===== src/rtl/sisc_pkg.sv =====
// Shared definitions for the SISC front end.
//   fetch_state_e : instruction-fetch FSM encoding (idle / request / hold)
//   IrNop         : value the instruction register resets to
//   DefaultAw/Iw  : default word-address and instruction widths
package sisc_pkg;

    typedef enum logic [1:0] {
        StIdle = 2'b00,
        StReq  = 2'b01,
        StHold = 2'b10
    } fetch_state_e;

    localparam logic [31:0] IrNop     = 32'h0000_0000;
    localparam int unsigned DefaultAw = 16;
    localparam int unsigned DefaultIw = 32;

endpackage


===== src/rtl/ifetch_unit_pc_reg.sv =====
// Program counter register for the fetch stage.
// Ports:
//   clk, rst_f : clock and synchronous active-low reset (loads RESET_PC)
//   load       : branch redirect, takes priority over inc
//   target     : redirect address
//   inc        : advance to the next word (wraps modulo 2^AW)
//   pc         : current program counter
//   pc_nxt     : value pc takes at the next edge (used to launch requests)
module pc_reg
    import sisc_pkg::*;
#(
    parameter int unsigned     AW       = DefaultAw,
    parameter logic [AW-1:0]   RESET_PC = '0
) (
    input  logic          clk,
    input  logic          rst_f,
    input  logic          load,
    input  logic [AW-1:0] target,
    input  logic          inc,
    output logic [AW-1:0] pc,
    output logic [AW-1:0] pc_nxt
);

    always_comb begin
        pc_nxt = pc;
        if (load) begin
            pc_nxt = target;
        end else if (inc) begin
            pc_nxt = pc + 1'b1;
        end
    end

    always_ff @(posedge clk) begin
        if (!rst_f) begin
            pc <= RESET_PC;
        end else begin
            pc <= pc_nxt;
        end
    end

endmodule


===== src/rtl/ifetch_unit.sv =====
// Instruction-fetch stage feeding the SISC core's instruction register.
// Fetches one word at a time over a req/ack handshake (no prefetch), holds
// the word in ir until the consumer takes it, and honours branch redirects.
// A request that is overtaken by a branch stays on the bus at its original
// address until acked; its data is then dropped (squash).
// Ports:
//   clk, rst_f            : clock, synchronous active-low reset
//   imem_req/imem_addr    : read request and word address (held until ack)
//   imem_ack/imem_rdata   : one-cycle ack with data
//   ir/ir_valid/ir_pc     : instruction register, live flag, fetch address
//   ir_ready              : consumer accepts ir this cycle
//   br_taken/br_target    : redirect pulse and target address
//   fetch_cnt/stall_cnt   : saturating performance counters, present only
//                           when IFETCH_PERF_EN is defined
module ifetch_unit
    import sisc_pkg::*;
#(
    parameter int unsigned   AW       = DefaultAw,
    parameter int unsigned   IW       = DefaultIw,
    parameter logic [AW-1:0] RESET_PC = '0
) (
    input  logic          clk,
    input  logic          rst_f,
    output logic          imem_req,
    output logic [AW-1:0] imem_addr,
    input  logic          imem_ack,
    input  logic [IW-1:0] imem_rdata,
    output logic [IW-1:0] ir,
    output logic          ir_valid,
    output logic [AW-1:0] ir_pc,
    input  logic          ir_ready,
    input  logic          br_taken,
    input  logic [AW-1:0] br_target
`ifdef IFETCH_PERF_EN
    ,
    output logic [15:0]   fetch_cnt,
    output logic [15:0]   stall_cnt
`endif
);

    fetch_state_e  state;
    logic          squash;
    logic          accept;
    logic [AW-1:0] pc;
    logic [AW-1:0] pc_nxt;

    // A returned word is kept only if no branch has overtaken it.
    assign accept = (state == StReq) && imem_ack && !squash && !br_taken;

    pc_reg #(
        .AW       (AW),
        .RESET_PC (RESET_PC)
    ) u_pc_reg (
        .clk    (clk),
        .rst_f  (rst_f),
        .load   (br_taken),
        .target (br_target),
        .inc    (accept),
        .pc     (pc),
        .pc_nxt (pc_nxt)
    );

    always_ff @(posedge clk) begin
        if (!rst_f) begin
            state     <= StIdle;
            squash    <= 1'b0;
            ir        <= IW'(IrNop);
            ir_valid  <= 1'b0;
            ir_pc     <= '0;
            imem_req  <= 1'b0;
            imem_addr <= RESET_PC;
        end else begin
            if (br_taken) begin
                ir_valid <= 1'b0;
            end
            case (state)
                StIdle: begin
                    state     <= StReq;
                    imem_req  <= 1'b1;
                    imem_addr <= pc_nxt;
                end
                StReq: begin
                    if (imem_ack) begin
                        if (squash || br_taken) begin
                            // Drop the word and re-request from the redirected pc.
                            squash    <= 1'b0;
                            imem_addr <= pc_nxt;
                        end else begin
                            ir        <= imem_rdata;
                            ir_pc     <= pc;
                            ir_valid  <= 1'b1;
                            imem_req  <= 1'b0;
                            state     <= StHold;
                        end
                    end else if (br_taken) begin
                        // Request must stay stable on the bus; remember to drop it.
                        squash <= 1'b1;
                    end
                end
                StHold: begin
                    if (br_taken || ir_ready) begin
                        state     <= StReq;
                        imem_req  <= 1'b1;
                        imem_addr <= pc_nxt;
                        ir_valid  <= 1'b0;
                    end
                end
                default: begin
                    state    <= StIdle;
                    imem_req <= 1'b0;
                end
            endcase
        end
    end

`ifdef IFETCH_PERF_EN
    always_ff @(posedge clk) begin
        if (!rst_f) begin
            fetch_cnt <= '0;
            stall_cnt <= '0;
        end else begin
            if (accept && (fetch_cnt != 16'hFFFF)) begin
                fetch_cnt <= fetch_cnt + 16'd1;
            end
            if ((state == StReq) && !imem_ack && (stall_cnt != 16'hFFFF)) begin
                stall_cnt <= stall_cnt + 16'd1;
            end
        end
    end
`endif

endmodule


===== config.mk =====
export PLATFORM = sky130hd
export DESIGN_NAME = ifetch_unit
export DESIGN_NICKNAME = d
export VERILOG_FILES = /design/src/rtl/sisc_pkg.sv /design/src/rtl/ifetch_unit_pc_reg.sv /design/src/rtl/ifetch_unit.sv
export SDC_FILE = /design/constraint.sdc
export NUM_CORES = 1
export LEC_CHECK = 0
export CAP_MARGIN = 40
export CORE_ASPECT_RATIO = 1.4
export CORE_MARGIN = 2
export CORE_UTILIZATION = 45
export DETAILED_ROUTE_END_ITERATION = 16
export MAX_ROUTING_LAYER = met4
export PLACE_DENSITY_LB_ADDON = 0.2
export SLEW_MARGIN = 0
export SYNTH_ARGS = -nofsm -noshare
export SYNTH_HDL_FRONTEND = slang
export SYNTH_SLANG_ARGS = --single-unit

===== constraint.sdc =====
create_clock -name clk -period 2.45 [get_ports clk]
set_input_delay 0.3675 -clock clk [delete_from_list [all_inputs] [get_ports clk]]
set_output_delay 0.3675 -clock clk [all_outputs]
set_load 0.01 [all_outputs]

* Yosys cells after proc, flatten, opt, wreduce, memory -nomap -nowiden *
Index checks and enable logic that the tools add are counted.

cells by class
  $add $sub $neg = 1
  equality and inequality tests = 7
  muxes and demuxes = 22
  bitwise gates (word level) = 1
  reduce and logical (&&, ||, !) cells = 14

operators with widths
  kind                                            number
  two-way mux 16 bit                              5
  case mux 16 bit (3 select lines)                1
  adder 16 x 1 -> 16 bit (second input constant)  1
  two-way mux 1 bit                               10
  AND reduction 3 bit                             3
  two-way mux 2 bit                               3
  != test 2 bit (second input constant)           3
  case mux 2 bit (3 select lines)                 1
  != test 2 x 1 -> 1 bit (second input constant)  2
  AND reduction 4 bit                             1
  logical AND 1 bit                               3
  case mux 1 bit (3 select lines)                 1
  nonzero test 3 bit                              1
  == test 2 x 1 -> 1 bit (second input constant)  1
  == test 2 bit (second input constant)           1
  logical NOT 1 bit                               2
  logical NOT 2 bit                               1
  logical OR 1 bit                                2
  case mux 1 bit (2 select lines)                 1
  nonzero test 2 bit                              1
  inverter 1 bit                                  1

storage, ports and cells
  register bits = 85
  input bits = 53
  logic and storage cells = 53

* Depth between registers and ports, before layout *
  depth after elaboration = 9
  mapped depth = 9
  depth with buffers taken out = 7

* Cells and area by module *
A second synthesis with hierarchy kept.

unflattened totals
  cell total of the unflattened synthesis = 431
  area total of the unflattened synthesis = 3686.0 µm²

by module, submodules not included
  module       instances  cells an instance  area an instance (µm²)  seq. area each (µm²)
  ifetch_unit  1          307                2680.1                  1361.3
  pc_reg       1          124                1006.0                  320.3

* Worst setup path before layout *
No wires, ideal clock.

  path kind = register to register
  start point = reg state[0]
  end point = reg imem_addr[14]
  setup time = 0.131 ns
  arrival time = 1.773 ns
  setup slack = 0.546 ns
  cell stages (with the launch flop) = 9
  period minus slack after synthesis = 1.904 ns
  path through = dfxtp_1 -> ha_1 -> nand4bb_1 -> buf_4 -> buf_12 -> nor2_1 -> a31oi_1 -> a221oi_1 -> o21ai_0

between the ends
  word-level cells in the longest chain between the ends = 9
  elaborated cells on any way between the ends = 17
  classes of those cells = eq/ne: 5; mux: 6; reduce/logical: 6

ends and longest elaborated chain
  item                              RTL line                              RTL
  from (decl)                       ifetch_unit.sv:41                     fetch_state_e state;
  from (signal assigned)            ifetch_unit.sv:65                     state <= StIdle;
  from (signal assigned)            ifetch_unit.sv:78                     state <= StReq;
  from (signal assigned)            ifetch_unit.sv:93                     state <= StHold;
  == test 2 x 1 -> 1 bit            ifetch_unit.sv:48, ifetch_unit.sv:76
  logical AND 1 bit (3 in a row)    ifetch_unit.sv:48                     assign accept = (state == StReq) && imem_ack && !squash && !br_taken;
  two-way mux 16 bit                ifetch_unit_pc_reg.sv:28              end else if (inc) begin
  two-way mux 16 bit                ifetch_unit_pc_reg.sv:26              if (load) begin
  two-way mux 16 bit                ifetch_unit.sv:84                     if (squash || br_taken) begin
  two-way mux 16 bit                ifetch_unit.sv:83                     if (imem_ack) begin
  case mux 16 bit (3 select lines)  ifetch_unit.sv:76                     case (state)
  to (signal assigned)              ifetch_unit.sv:80                     imem_addr <= pc_nxt;
  to (signal assigned)              ifetch_unit.sv:87                     imem_addr <= pc_nxt;
  to (signal assigned)              ifetch_unit.sv:104                    imem_addr <= pc_nxt;
  to (decl)                         ifetch_unit.sv:25                     output logic [AW-1:0] imem_addr,

Several ways; a longest one is shown, not always the timed one. The select of a mux whose other input is x is not followed.
A chain may end at the register's enable or synchronous reset.

* Final worst setup path *
  start point = reg state[0]
  end point = reg imem_addr[7]

The elaborated chain is that of the path after synthesis.

==> flow_results.xml <==
<?xml version="1.0" encoding="UTF-8"?>
<metrics>
  <group name="drt">
    <metric name="firstDrtPassIters" unit="">4</metric>
    <metric name="routed_wire_length_per_instance" unit="um">14.4</metric>
    <metric name="via_per_inst" unit="">5.29</metric>
    <metric name="drt-total-wl" unit="um">9210</metric>
    <metric name="total_drc_errors_in_the_routed_layout" unit="">0</metric>
    <metric name="final_antenna_net_count" unit="">0</metric>
    <metric name="drtIter0Drc" unit="">272</metric>
    <metric name="detailroute.via_count" unit="">3388</metric>
  </group>
  <group name="worst_setup_path">
    <metric name="crit_path_start_kind" unit="">register</metric>
    <metric name="slowest_stage_delay_on_critical_path" unit="ps">440</metric>
    <metric name="crit-reg2reg-capture" unit="">imem_addr[7]$_SDFFE_PN0P_</metric>
    <metric name="reg2reg_from" unit="">state[0]$_SDFFE_PN0P_</metric>
    <metric name="worst-setup-path-type" unit="">reg -&gt; reg</metric>
    <metric name="critPathArrivalTime" unit="ps">2390</metric>
    <metric name="ff2ff_setup_slack" unit="ps">350</metric>
    <metric name="setup_crit_end_kind" unit="">register</metric>
    <metric name="timing.critical_path.cells" unit="">ha_1 &gt; nand4bb_4 &gt; nor4_1 &gt; nor3_1 &gt; or3_1 &gt; a21oi_1</metric>
    <metric name="critical_path_data_required_time" unit="ps">2750</metric>
    <metric name="critical_path.slowest_cell" unit="">sky130_fd_sc_hd__dfxtp_1</metric>
    <metric name="reg2regPathDepth" unit="">6</metric>
    <metric name="critPathMaxFanout" unit="">15</metric>
  </group>
  <group name="sta">
    <metric name="timing.slew.headroom" unit="">0.606</metric>
    <metric name="sum_of_negative_setup_slack" unit="ps">0</metric>
    <metric name="min_period" unit="ps">2100</metric>
    <metric name="finalSetupViolCount" unit="">0</metric>
    <metric name="finClkSkew" unit="ps">5.73</metric>
    <metric name="max_freq" unit="MHz">477</metric>
    <metric name="worstMarginPinSlew" unit="ps">591</metric>
    <metric name="slew_violations" unit="">0</metric>
    <metric name="rsz0062_at_grt" unit="">no</metric>
    <metric name="post-route-period-util" unit="">0.856</metric>
    <metric name="final-hold-violation-count" unit="">0</metric>
  </group>
  <group name="logic_synthesis">
    <metric name="yosys.area.top_type_share" unit="">0.494</metric>
    <metric name="yosys.area_share.simple" unit="">0.257</metric>
    <metric name="synth_top_family_by_area" unit="">simple AND/OR/NAND/NOR gates</metric>
    <metric name="synthesis.area" unit="mm2">0.00341</metric>
    <metric name="synth-main-ff-cell" unit="">sky130_fd_sc_hd__dfxtp_1</metric>
    <metric name="synth_xor_area_frac" unit="">0.0129</metric>
    <metric name="synth.distinct_cells" unit="">42</metric>
    <metric name="synthAdderAreaFrac" unit="">0.0220</metric>
    <metric name="yosysSeqAreaShare" unit="">0.494</metric>
    <metric name="syn_avg_cell_area" unit="um2">8.15</metric>
    <metric name="synthesis.nets" unit="">477</metric>
    <metric name="synthTopCellsByArea" unit="">sky130_fd_sc_hd__dfxtp_1 49%, sky130_fd_sc_hd__nand2_1 12%, sky130_fd_sc_hd__a21oi_1 8.5%</metric>
    <metric name="synth_mux_area_frac" unit="">0.00588</metric>
    <metric name="yosys_warnings" unit="">0</metric>
    <metric name="syn_inst" unit="">418</metric>
    <metric name="synth_edf_count" unit="">0</metric>
    <metric name="ys_ff_latch" unit="">84</metric>
    <metric name="netlist.top_cell.by_area" unit="">sky130_fd_sc_hd__dfxtp_1</metric>
    <metric name="synth_compound_area_frac" unit="">0.164</metric>
    <metric name="share_of_async_settable_or_async_resettable_flops_after_synthesis" unit="">0</metric>
  </group>
  <group name="layout">
    <metric name="largest_register_ff_count" unit="">32</metric>
    <metric name="insertedDiodeCount" unit="">0</metric>
    <metric name="final_layout_size_suffix_gt1_frac" unit="">0.0809</metric>
    <metric name="layout_common_cells" unit="">118 x sky130_fd_sc_hd__clkdlybuf4s50_1, 111 x sky130_fd_sc_hd__nand2_1, 84 x sky130_fd_sc_hd__dfxtp_1</metric>
    <metric name="syn_to_final_growth" unit="%">46.3</metric>
    <metric name="finalNonFillerCells" unit="">641</metric>
    <metric name="finish.net_count" unit="">598</metric>
    <metric name="final_common_cell" unit="">sky130_fd_sc_hd__clkdlybuf4s50_1</metric>
    <metric name="registers.top_by_ff_count" unit="">ir</metric>
    <metric name="stdcell_area" unit="mm2">0.00498</metric>
  </group>
  <group name="power">
    <metric name="leakage" unit="uW">0.00184</metric>
    <metric name="total_power" unit="uW">3780</metric>
    <metric name="power.ir.vdd_worst" unit="V">0.000386</metric>
    <metric name="p_per_area" unit="mW/mm2">758</metric>
  </group>
  <group name="clocking">
    <metric name="ctsHoldBuffers" unit="">0</metric>
    <metric name="htree_num_levels" unit="">3</metric>
    <metric name="post_cts.resized_instances" unit="">0</metric>
    <metric name="worst_setup_hold_path_clk_slew" unit="ps">80</metric>
    <metric name="clockRootBuffer" unit="">sky130_fd_sc_hd__clkbuf_8</metric>
    <metric name="cts_tree" unit="">done</metric>
    <metric name="post-cts-setup-buffer-count" unit="">0</metric>
    <metric name="clockBufferDepth" unit="">2</metric>
    <metric name="clkSinkCount" unit="">84</metric>
    <metric name="clock_insertion_delay_worst_skew" unit="ps">360</metric>
    <metric name="cts_inserted_buffers" unit="">9</metric>
  </group>
  <group name="placement">
    <metric name="globalplace.congestion" unit="">0.956</metric>
    <metric name="post-place-cells" unit="">625</metric>
    <metric name="post-dp-hpwl" unit="um">6730</metric>
    <metric name="portBuffers" unit="">118</metric>
    <metric name="placed_cell_area" unit="mm2">0.00477</metric>
  </group>
  <group name="floorplanning">
    <metric name="start_util" unit="">0.463</metric>
    <metric name="dieHeight" unit="um">107</metric>
    <metric name="fp.dieW" unit="um">77.5</metric>
    <metric name="core-area" unit="mm2">0.00736</metric>
    <metric name="fp-row-count" unit="">37</metric>
    <metric name="boundaryPins" unit="">119</metric>
    <metric name="die_area" unit="mm2">0.00829</metric>
  </group>
  <group name="min_path">
    <metric name="worst_hold_startpoint" unit="">ir[1]$_SDFFE_PN0P_</metric>
    <metric name="hold_class" unit="">reg -&gt; reg</metric>
    <metric name="whs_path_depth" unit="">2</metric>
    <metric name="worst_hold_path.endpoint" unit="">ir[1]$_SDFFE_PN0P_</metric>
  </group>
  <group name="outcome">
    <metric name="outcome" unit="">completed</metric>
  </group>
  <group name="global_routing">
    <metric name="gr-usage-all-layers" unit="">0.237</metric>
    <metric name="grt_start_max_net_pins" unit="">33</metric>
    <metric name="via_count_of_the_first_global_routing_pass" unit="">3374</metric>
    <metric name="grt_first_pass_wirelength" unit="um">15100</metric>
    <metric name="overflow" unit="">0</metric>
    <metric name="grt_antenna_before_repair" unit="">0</metric>
  </group>
  <group name="job">
    <metric name="drv_cap" unit="">0</metric>
  </group>
</metrics>
==> final cells by class <==
type / instances / area [um2]
Timing Repair Buffer: 137 / 1340
Clock buffer: 12 / 145
Sequential cell: 84 / 1680
Clock inverter: 4 / 72.6
Inverter: 6 / 22.5
Fill cell: 616 / 2380
Tap cell: 97 / 121
Multi-Input combinational cell: 301 / 1600
==> cell families after synthesis <==
logic type / Yosys count
and+or+nand+nor: 191
AOI/OAI and AO/OA: 97
DFF: 84
buffers and inverters: 33
adders and majority gates: 6
xor gates and xnor gates: 5
muxes: 2
==> critical path, delay by kind of cell, from the launching register on <==
| kind | cells | cell delay [ps] |
|---|---|---|
| flip-flops | 1 | 440 |
| adder cells (fa/ha/maj) | 1 | 270 |
| AND/OR/NAND/NOR | 4 | 1200 |
| AO/OA/AOI/OAI | 1 | 120 |
==> worst max path at each step <==
stage	startpoint	end	slack, ps
2_1_floorplan	state[0]$_SDFFE_PN0P_	imem_addr[14]$_SDFFE_PN0P_	550
3_3_place_gp	imem_ack	imem_addr[7]$_SDFFE_PN0P_	130
3_5_place_dp	br_taken	imem_addr[4]$_SDFFE_PN0P_	60
4_1_cts	state[0]$_SDFFE_PN0P_	imem_addr[7]$_SDFFE_PN0P_	350
5_1_grt	state[1]$_SDFFE_PN0P_	imem_addr[15]$_SDFFE_PN0P_	180
6_report	state[0]$_SDFFE_PN0P_	imem_addr[7]$_SDFFE_PN0P_	350
==> cells in the mapped netlist, types with 2 or more instances <==
| library cell | instances |
|---|---|
| sky130_fd_sc_hd__nand2_1 | 111 |
| sky130_fd_sc_hd__dfxtp_1 | 84 |
| sky130_fd_sc_hd__a21oi_1 | 58 |
| sky130_fd_sc_hd__nor2_1 | 31 |
| sky130_fd_sc_hd__clkbuf_1 | 19 |
| sky130_fd_sc_hd__nand3_1 | 16 |
| sky130_fd_sc_hd__o21ai_0 | 15 |
| sky130_fd_sc_hd__nor3_1 | 8 |
| sky130_fd_sc_hd__buf_2 | 6 |
| sky130_fd_sc_hd__ha_1 | 6 |
| sky130_fd_sc_hd__inv_1 | 6 |
| sky130_fd_sc_hd__nor4_1 | 5 |
| sky130_fd_sc_hd__a211oi_1 | 4 |
| sky130_fd_sc_hd__o31ai_1 | 4 |
| sky130_fd_sc_hd__a31oi_1 | 3 |
| sky130_fd_sc_hd__o31a_1 | 3 |
| sky130_fd_sc_hd__or3_1 | 3 |
| sky130_fd_sc_hd__xor2_1 | 3 |
| sky130_fd_sc_hd__a21o_1 | 2 |
| sky130_fd_sc_hd__and2_1 | 2 |
| sky130_fd_sc_hd__and3_1 | 2 |
| sky130_fd_sc_hd__mux2i_1 | 2 |
| sky130_fd_sc_hd__nand2b_1 | 2 |
| sky130_fd_sc_hd__nand4_1 | 2 |
| sky130_fd_sc_hd__nor4_4 | 2 |
| sky130_fd_sc_hd__o31ai_2 | 2 |
| sky130_fd_sc_hd__xnor2_1 | 2 |
==> power breakdown <==
group	internal (uW)	leakage, uW	switching (uW)
Combinational	523	0.00105	512
Clock	601	0.000107	493
Sequential	1520	0.000686	121
==> per-layer routing <==
metal | routed length [um] | vias up | GRT usage | share of wire
li1 | - | 1662 | - | -
met5 | 0 | - | - | 0
met4 | 374 | 0 | 0.129 | 0.041
met1 | 3640 | 1572 | 0.248 | 0.39
met3 | 501 | 32 | 0.0657 | 0.054
met2 | 4700 | 122 | 0.402 | 0.51
==> metrics by stage <==
stage / utilization / hold slack [ps] / setup slack [ps]
global route: 0.677 / 471 / 176
global placement: 0.647 / 440 / 131
CTS: 0.677 / 456 / 346
floorplan: - / 445 / 546
detailed placement: 0.647 / 445 / 64.8
finish: 0.677 / 452 / 354
Power figures use the tool's default switching activity.
